[src/rtl/mul_bcd_seq_pkg.sv]
// Shared types and sizing for the sequential 4x4 multiply + binary-to-BCD sequencer.
// Widths here are fixed by the display path: three BCD digits cover the 8-bit product.
package mul_bcd_pkg;
    localparam int A_W       = 4;
    localparam int P_W       = 2 * A_W;
    localparam int BCD_W     = 12;
    localparam int NUM_DIG   = BCD_W / 4;
    localparam int MUL_ITERS = 4;
    localparam int BCD_ITERS = 8;
    localparam int CNT_W     = 3;

    typedef enum logic [1:0] {
        IDLE,
        MUL,
        BCD,
        DONE
    } state_t;
endpackage

[src/rtl/mul_bcd_seq_bcd_add3.sv]
// Double-dabble digit correction: a nibble of 5 or more gets 3 added before the shift.
module bcd_add3 (
    input  logic [3:0] din,
    output logic [3:0] dout
);
    assign dout = (din >= 4'd5) ? din + 4'd3 : din;
endmodule

[src/rtl/mul_bcd_seq.sv]
// Start/done sequencer: shift-add multiply over 4 cycles, then double-dabble over 8
// cycles, presenting registered product and BCD digits to the seven-segment decoders.
module mul_bcd_seq #(
    parameter int A_W = 4,
    parameter int P_W = 8
) (
    input  logic           clk,
    input  logic           rst,
    input  logic           start,
    input  logic [A_W-1:0] a,
    input  logic [A_W-1:0] b,
    output logic           busy,
    output logic           done,
    output logic [P_W-1:0] product,
    output logic [3:0]     hundreds,
    output logic [3:0]     tens,
    output logic [3:0]     units
);
    import mul_bcd_pkg::*;

    localparam logic [CNT_W-1:0] MUL_LAST = CNT_W'(MUL_ITERS - 1);
    localparam logic [CNT_W-1:0] BCD_LAST = CNT_W'(BCD_ITERS - 1);

    state_t           state;
    logic [CNT_W-1:0] cnt;
    logic [P_W-1:0]   mcand;
    logic [A_W-1:0]   mplr;
    logic [P_W-1:0]   acc;
    logic [P_W-1:0]   bin;
    logic [BCD_W-1:0] bcd;

    logic [P_W-1:0]   accSum;
    logic [BCD_W-1:0] corr;
    logic [BCD_W-1:0] bcdNext;

    assign accSum = mplr[0] ? acc + mcand : acc;

    // One correction per scratch digit, all applied before the shift in the same step.
    for (genvar g = 0; g < NUM_DIG; g++) begin : gDig
        bcd_add3 uAdd3 (
            .din (bcd[g*4 +: 4]),
            .dout(corr[g*4 +: 4])
        );
    end

    assign bcdNext = {corr[BCD_W-2:0], bin[P_W-1]};

    always_ff @(posedge clk) begin
        if (rst) begin
            state    <= IDLE;
            cnt      <= '0;
            mcand    <= '0;
            mplr     <= '0;
            acc      <= '0;
            bin      <= '0;
            bcd      <= '0;
            busy     <= 1'b0;
            done     <= 1'b0;
            product  <= '0;
            hundreds <= '0;
            tens     <= '0;
            units    <= '0;
        end else begin
            case (state)
                IDLE: begin
                    done <= 1'b0;
                    if (start) begin
                        mcand <= {{(P_W-A_W){1'b0}}, a};
                        mplr  <= b;
                        acc   <= '0;
                        cnt   <= '0;
                        busy  <= 1'b1;
                        state <= MUL;
                    end
                end
                MUL: begin
                    acc   <= accSum;
                    mcand <= mcand << 1;
                    mplr  <= mplr >> 1;
                    cnt   <= cnt + 1'b1;
                    if (cnt == MUL_LAST) begin
                        bin   <= accSum;
                        bcd   <= '0;
                        cnt   <= '0;
                        state <= BCD;
                    end
                end
                BCD: begin
                    bcd <= bcdNext;
                    bin <= bin << 1;
                    cnt <= cnt + 1'b1;
                    if (cnt == BCD_LAST) begin
                        product  <= acc;
                        hundreds <= bcdNext[11:8];
                        tens     <= bcdNext[7:4];
                        units    <= bcdNext[3:0];
                        busy     <= 1'b0;
                        done     <= 1'b1;
                        state    <= DONE;
                    end
                end
                DONE: begin
                    done  <= 1'b0;
                    state <= IDLE;
                end
                default: state <= IDLE;
            endcase
        end
    end
endmodule

[config.mk]
export PLATFORM = sky130hd
export DESIGN_NAME = mul_bcd_seq
export DESIGN_NICKNAME = d
export VERILOG_FILES = /design/src/rtl/mul_bcd_seq_pkg.sv /design/src/rtl/mul_bcd_seq_bcd_add3.sv /design/src/rtl/mul_bcd_seq.sv
export SDC_FILE = /design/constraint.sdc
export NUM_CORES = 1
export LEC_CHECK = 0
export CAP_MARGIN = 10
export CORE_UTILIZATION = 61
export DETAILED_ROUTE_END_ITERATION = 8
export MAX_ROUTING_LAYER = met4
export PLACE_DENSITY_LB_ADDON = 0.3
export SETUP_SLACK_MARGIN = 0.4
export SYNTH_ARGS = -nofsm -noshare
export SYNTH_HDL_FRONTEND = slang
export SYNTH_HIERARCHICAL = 1
export SYNTH_SLANG_ARGS = --single-unit
[constraint.sdc]
create_clock -name clk -period 4 [get_ports clk]
set_clock_uncertainty 0.2 [all_clocks]
set_input_delay 0.8 -clock clk [delete_from_list [all_inputs] [get_ports clk]]
set_output_delay 0.8 -clock clk [all_outputs]
set_load 0.02 [all_outputs]
==> out/metrics.yaml, run 1 <==
timing:
  finalSetupViolations: 0
  whs_ps: 253
  totalNegativeSetupSlack_ps: 0
  rsz0062_at_grt: "no"
  final-hold-violation-count: 0
  fin_ws_ps: 1370
  tightest_slew_ps: 940
  min_period_over_period: 0.656
  clock.fmax_ghz: 0.381
  slew_headroom: 0.373
  finalCriticalPeriod_ps: 2630
  maxSlewViolCount: 0
grt:
  grt_usage: 0.270
  overflow: 0
  grt_max_degree: 35
  grt_pass1_wl_um: 11200
  antenna_found_initial: 0
  grt_pass1_vias: 2533
setup_path:
  worstPathArrival_ps: 2710
  critPathRequiredTime_ps: 4080
  startpoint_type: "register"
  crit_fanout: 22
  critPathCaptureType: "register"
  cpPeakStageDelay_ps: 640
  timing.critical_path.buf_inv: 1
  critPathSlowestCell: "ha_1"
  path_cells: "inv_1 > ha_1 > and2b_1 > o21bai_2 > a211oi_1 > a211o_1 > a21oi_1"
  critPathTopFamily: "compound AO/OA/AOI/OAI gates"
  timing_worst_setup_path_type: "register to register"
  r2r_slack_ps: 1370
run_status:
  status: "completed"
placed_design:
  gp_congestion: 0.886
  placed_area_um2: 3610
  dp_hpwl_um: 4610
  portBuffers: 32
  dp_slack_ps: 1100
routing:
  wire_per_inst_um: 13.9
  via_per_inst: 5.72
  drc: 0
  totalWireLength_um: 6800
  route.met2.wl_um: 3290
  wl_met3_um: 294
  ant_nets: 0
  first_pass_iters: 4
  highest_layer: "met4"
  met1_length_um: 3060
  first_iter_violations: 193
  vias: 2805
final_layout:
  finalInstanceArea_um2: 3790
  fin_nets: 447
  synthToLayoutAreaGrowth_pct: 14.2
  most-common-layout-cells: "67 x nand2_1, 67 x dfxtp_1, 50 x nor2_1"
  drive_gt1_frac: 0.0643
  diodes: 0
  n_fill_cell: 403
cts:
  ctsLongestPathBuffers: 2
  h-tree-depth: 3
  cts.sinks: 67
  cts_buffers: 9
  ctsRootBufferMaster: "clkbuf_8"
  cts_resized: 0
  cts_tree: "yes"
  post_cts_buffers: 0
  clock_latency_ps: 340
  holdBufCountCts: 0
  clkSlewWorstSetupHoldPaths_ps: 70
power_and_ir_drop:
  max-vdd-ir-drop_mv: 0.551
  powerDensity_nw_per_um2: 505
  p_leak_uw: 0.00143
worst_hold_path:
  min_path_type: "register to register"
floorplan:
  pin_count: 33
  dieArea_um2: 5730
  initial_core_util: 0.641
  row_count: 26
  die_w_um: 75.7
  coreArea_um2: 5170
  die_h_um: 75.7
flow_run:
  drv_cap: 0
logic_synthesis:
  synth_area_per_cell_um2: 8.42
  synthCells: 394
  syn_area_um2: 3320
  yosysWarnings: 6
  synthesis.nets: 426
[tightest hold or removal path: stages, from the launching register on]
cell	delay (ps)
dfxtp_1	310
nand2_1	50
a21oi_1	50
[state kept, by name (all words and copies together) (netlist names)]
signal and count:
mplr 4, product 8, bcd 12, mcand 8
hundreds 4, bin 8, cnt 3, done 1
busy 1, units 4, acc 8, tens 4
state 2
[path summary, 6_finish.rpt]
path	from	to	depth (start not counted)
min	product[5]	product[5]	2
max	state[1]	bin[7]	7
max reg2reg	state[1]	bin[7]	7
min reg2reg	product[5]	product[5]	2
[layer usage]
| metal | up-vias | global-route usage |
|---|---|---|
| li1 | 1408 | - |
| met1 | 1315 | 0.314 |
| met2 | 68 | 0.435 |
| met3 | 14 | 0.0608 |
| met4 | 0 | 0.146 |
| met5 | - | - |
[metrics by stage]
stage / std cells / util / total power [uW]
2_1_floorplan: 394 / - / 1310
3_3_place_gp: 474 / 0.697 / 1380
3_5_place_dp: 474 / 0.697 / 1410
4_1_cts: 490 / 0.732 / 1910
5_1_grt: 490 / 0.732 / 2020
6_report: 490 / 0.732 / 1910
[power by group]
part,total (uW),switching (uW),internal (uW)
logic,602,398,204
registers,803,71.8,732
clock network,508,252,257
[final cells by class]
| class | count | area [um^2] | area share |
|---|---|---|---|
| well taps | 70 | 87.6 | 0.0231 |
| multi-input cells | 290 | 1790 | 0.474 |
| clock buffers | 12 | 155 | 0.0410 |
| inverters | 14 | 60.1 | 0.0159 |
| flip-flops and latches | 67 | 1340 | 0.354 |
| repair buffers | 33 | 323 | 0.0853 |
| clock inverters | 4 | 25.0 | 0.00661 |
Power figures use the tool's default switching activity.
==> run 2, diff against run 1 <==
Settings changed: CORE_UTILIZATION 61 to 57.
Clock period 4 ns to 2.7 ns, I/O delays scaled along.
==> run 2 against run 1 <==
  * Combinational power rose by 64%
  * Sequential share of layout area decreased by 1.5 points
  * Cell count grew 2.2%
  * Maximum frequency rose by 17%
  * Wire length is 6.3% higher
  * Utilization fell by 1.5 points
  * Non-clock buffer count grew 10
==> out/metrics.yaml, run 2 (same netlist as run 1, synthesis figures left out) <==
cts:
  cts_tree: "yes"
  h-tree-depth: 3
  ctsRootBufferMaster: "clkbuf_8"
  clock_latency_ps: 340
  cts.sinks: 67
  ctsLongestPathBuffers: 2
  clkSlewWorstSetupHoldPaths_ps: 70
  cts_buffers: 9
  holdBufCountCts: 0
timing:
  finalCriticalPeriod_ps: 2240
  clock.fmax_ghz: 0.446
  totalNegativeSetupSlack_ps: 0
  fin_ws_ps: 459
  tightest_slew_ps: 615
  rsz0062_at_grt: "yes"
  maxSlewViolCount: 0
  final-hold-violation-count: 0
  finalSetupViolations: 0
  whs_ps: 254
  min_period_over_period: 0.830
  slew_headroom: 0.587
power_and_ir_drop:
  p_sw_uw: 1110
  max-vdd-ir-drop_mv: 0.516
  p_sw_frac: 0.355
  p_leak_uw: 0.00151
  internal-power_uw: 2020
  p_comb_frac: 0.316
  powerDensity_nw_per_um2: 787
  clockPowerShare: 0.301
  seq_power_share: 0.383
setup_path:
  cpPeakStageDelay_ps: 490
  timing_worst_setup_path_type: "register to register"
  startpoint_type: "register"
  r2r_slack_ps: 460
  path_cells: "ha_4 > fa_2 > a211oi_4 > nor3_2 > or4_4 > a22oi_2 > nor2_1"
  worstPathArrival_ps: 2260
  critPathSlowestCell: "or4_4"
  critPathRequiredTime_ps: 2720
  critPathCaptureType: "register"
  crit_fanout: 2
grt:
  grt_usage: 0.255
  grt_max_degree: 45
  grt_pass1_wl_um: 11800
  antenna_found_initial: 0
  grtUsageMet3: 0.0547
  gr-max-usage-layer: "met2"
  grt_pass1_vias: 2563
  grt.met2_usage: 0.407
  overflow: 0
  grtUsageMet1: 0.311
worst_hold_path:
  min_path_type: "register to register"
final_layout:
  drive_gt1_frac: 0.110
  fin_util: 0.717
  top_register: "bcd"
  synthToLayoutAreaGrowth_pct: 19.8
  mostFrequentLayoutCell: "nand2_1"
  diodes: 0
  most-common-layout-cells: "66 x nand2_1, 65 x dfxtp_1, 49 x nor2_1"
  fin_nets: 457
  largest_register_ffs: 12
routing:
  totalWireLength_um: 7230
  drc: 0
  ant_nets: 0
  wire_per_inst_um: 14.4
  first_iter_violations: 119
  vias: 2837
  first_pass_iters: 4
  via_per_inst: 5.66
floorplan:
  die_h_um: 78.3
  initial_core_util: 0.598
  die_w_um: 78.3
  row_count: 27
  pin_count: 33
  dieArea_um2: 6130
  coreArea_um2: 5540
placed_design:
  dp_hpwl_um: 4750
  gp_congestion: 0.889
  dp_slack_ps: 261
  portBuffers: 32
run_status:
  status: "completed"
flow_run:
  drv_cap: 0
-- run 2: cell types whose count changed in the layout (fill, tap and decap cells not counted), sizes merged --
cell      previous run  this run
bufinv               0         2
clkinvlp             2         0
clkbuf              12        11
buf                  2        12
-- run 2: worst max-delay path, delay by kind of cell, from the launching register on --
family	cells	cell delay, ps
simple gates	3	630
fa+ha+maj	2	550
compound gates	2	370
flops	1	360
-- run 2: metal layers --
metal  part of all wire  wire [um]  up-vias
li1                   -          -     1425
met1               0.46       3290     1344
met2               0.49       3540       55
met3              0.036        260       13
met4              0.018        131        0
met5                  0          0        -
-- run 2: layout make-up --
cell class	count	area, um^2
Timing Repair Buffer	43	398
Tap cell	72	90.1
Inverter	14	60.1
Clock inverter	4	73.8
Clock buffer	11	151
Sequential cell	67	1350
Fill cell	433	1570
Multi-Input combinational cell	290	1850
-- run 2: what timing repair did --
item                       4_1_cts  5_1_grt
pin swaps                        1        2
setup endpoints to repair        1       36
buffers inserted                 1        3
gates resized for setup          4       10
-- run 2: path summary, 6_finish.rpt --
check / start / to / depth (start not counted)
setup / recovery: mcand[0] / bin[6] / 7
hold reg to reg: units[0] / units[0] / 2
setup reg to reg: mcand[0] / bin[6] / 7
hold / removal: units[0] / units[0] / 2
-- run 2: power groups by stage --
stage	Sequential (uW)	Clock, uW	Combinational [uW]
CTS	1190	957	937
floorplan	1160	0	773
global placement	1200	0	903
detailed placement	1210	0	927
global route	1210	1010	1090
finish	1200	942	986
-- run 2: metrics by stage --
stage / cells / cell area [um^2] / power, uW
after floorplan: 394 / 3320 / 1940
after global placement: 482 / 3650 / 2110
after detailed placement: 482 / 3650 / 2140
after CTS: 498 / 3900 / 3080
after global routing: 501 / 3970 / 3310
final: 501 / 3970 / 3120
==> run 3, diff against run 2 <==
Settings changed: CORE_UTILIZATION 57 to 51.
Clock period 2.7 ns to 2.05 ns, I/O delays scaled along.
==> run 3 against run 2 <==
  * The run now ends with setup timing left
  * Maximum frequency increased by 2.1%
  * Clock power is 4.8% higher
  * Critical path type unchanged
  * Sequential power grew 31%
  * Cell count rose by 10%
  * Sequential share of layout area decreased by 5.4 points
  * Largest power group is now combinational logic
  * Highest routed layer unchanged
  * Largest cell class unchanged
  * Via count increased by 13%
==> out/metrics.yaml, run 3 (same netlist as run 1, synthesis figures left out) <==
run_status:
  status: "finished with violations"
  violations: "setup timing"
grt:
  grt_pass1_vias: 3050
  grt_usage: 0.286
  antenna_found_initial: 0
  grt_pass1_wl_um: 14100
  grt_max_degree: 22
  overflow: 0
routing:
  first_pass_iters: 4
  vias: 3204
  first_iter_violations: 156
  drc: 0
  wire_per_inst_um: 17.1
  totalWireLength_um: 9480
  ant_nets: 0
  via_per_inst: 5.79
cts:
  cts.sinks: 67
  cts_buffers: 9
  cts_tree: "yes"
  ctsRootBufferMaster: "clkbuf_8"
  clock_latency_ps: 350
  holdBufCountCts: 0
  clkSlewWorstSetupHoldPaths_ps: 70
  ctsLongestPathBuffers: 2
  h-tree-depth: 3
power_and_ir_drop:
  clockPowerShare: 0.206
  p_comb_frac: 0.467
  p_leak_uw: 0.00182
  p_sw_uw: 1840
  powerDensity_nw_per_um2: 1010
  seq_power_share: 0.328
  p_sw_frac: 0.384
  internal-power_uw: 2960
  p_total_uw: 4800
  max-vdd-ir-drop_mv: 0.913
setup_path:
  timing_worst_setup_path_type: "register to register"
  r2r_cells: 7
  critPathCaptureType: "register"
  critPathTopFamily: "simple AND/OR/NAND/NOR gates"
  critPathSlowestCell: "or4_4"
  timing.critical_path.buf_inv: 0
  r2r-start: "mcand[0]"
  cpPeakStageDelay_ps: 480
  worstPathArrival_ps: 2230
  r2r_slack_ps: -150
  critPathLaunch: "mcand[0]"
  startpoint_type: "register"
  crit_fanout: 3
  path_cells: "ha_4 > fa_2 > a211oi_4 > nor3_2 > or4_4 > a22oi_2 > nor2_1"
  rr_endpoint: "bin[6]"
  critPathRequiredTime_ps: 2080
floorplan:
  row_count: 29
  die_w_um: 82.6
  die_h_um: 82.6
  pin_count: 33
  dieArea_um2: 6830
  initial_core_util: 0.525
  coreArea_um2: 6310
timing:
  clock.fmax_ghz: 0.455
  slew_headroom: 0.689
  finalSetupViolations: 3
  whs_ps: 258
  min_period_over_period: 1.07
  rsz0062_at_grt: "yes"
  maxSlewViolCount: 0
  finalCriticalPeriod_ps: 2200
  final-hold-violation-count: 0
  tightest_slew_ps: 465
  totalNegativeSetupSlack_ps: -250
  fin_ws_ps: -146
final_layout:
  largest_register_ffs: 12
  drive_gt1_frac: 0.355
  instances_no_fill: 553
  n_fill_cell: 415
  fin_nets: 503
  finalInstanceArea_um2: 4770
  diodes: 0
  most-common-layout-cells: "66 x nand2_1, 54 x dfxtp_1, 48 x nor2_1"
  mostFrequentLayoutCell: "nand2_1"
  synthToLayoutAreaGrowth_pct: 43.8
  top_register: "bcd"
flow_run:
  drv_cap: 0
worst_hold_path:
  holdPathStages: 2
  min_path_type: "register to register"
  worstHoldStart: "units[1]"
  whs_endpoint: "units[1]"
placed_design:
  placed_area_um2: 4010
  dp_hpwl_um: 5220
  dp.cells: 511
  portBuffers: 32
  gp_congestion: 0.948
run 3: cell count changes in the layout (fill, tap and decap cells not counted), moves of 6 or more:
cell | before | now
buf_4 | 11 | 39
clkdlybuf4s50_1 | 31 | 9
clkdlybuf4s15_1 | 0 | 16
buf_6 | 0 | 14
a22oi_1 | 20 | 7
a22oi_2 | 1 | 14
dfxtp_1 | 65 | 54
dfxtp_2 | 0 | 11
ha_1 | 18 | 8
ha_4 | 2 | 11
a21oi_1 | 33 | 26
inv_1 | 12 | 6
run 3: what timing repair did:
action,CTS,global route
gates resized for setup,73,66
pin swaps,17,21
gates cloned,2,1
setup endpoints to repair,83,81
setup buffers,16,7
run 3: area by class of cell:
type / instances / area [um^2] / area share
clock buffer: 11 / 141 / 0.0297
clock inverter: 5 / 28.8 / 0.00604
inverter: 14 / 67.6 / 0.0142
multi-input combinational: 290 / 2240 / 0.471
sequential: 67 / 1360 / 0.286
tap: 77 / 96.3 / 0.0202
timing repair buffer: 89 / 826 / 0.173
run 3: worst max path at each step:
stage | to | slack, ps | cells past startpoint
after floorplan | bin[6] | -100 | 7
after global placement | bin[6] | -150 | 7
after detailed placement | bin[6] | -160 | 7
after CTS | bin[6] | -140 | 7
after global routing | bin[4] | -200 | 7
final | bin[6] | -150 | 7
run 3: through the flow:
| step | utilization | setup WS, ps |
|---|---|---|
| 5_1_grt | 0.755 | -203 |
| 3_5_place_dp | 0.636 | -158 |
| 4_1_cts | 0.717 | -137 |
| 2_1_floorplan | - | -98.9 |
| 3_3_place_gp | 0.636 | -148 |
| 6_report | 0.755 | -146 |
run 3: routing by layer:
| layer | GRT usage | vias up | routed length, um |
|---|---|---|---|
| li1 | - | 1530 | - |
| met2 | 0.481 | 98 | 4800 |
| met5 | - | - | 0 |
| met4 | 0.136 | 0 | 353 |
| met1 | 0.331 | 1537 | 3910 |
| met3 | 0.0473 | 39 | 412 |
run 3: power by group through the flow:
| stage | registers [uW] | clock network (uW) | logic [uW] |
|---|---|---|---|
| after floorplan | 1550 | 0 | 1290 |
| after global placement | 1580 | 0 | 1520 |
| after detailed placement | 1590 | 0 | 1550 |
| after CTS | 1560 | 983 | 2050 |
| after global routing | 1590 | 1050 | 2390 |
| final | 1570 | 987 | 2240 |
run 3: worst reg2reg max path, stage by stage, from the launching register on:
cell,delay (ps)
dfxtp_2,340
ha_4,160
fa_2,370
a211oi_4,270
nor3_2,70
or4_4,480
a22oi_2,130
nor2_1,60
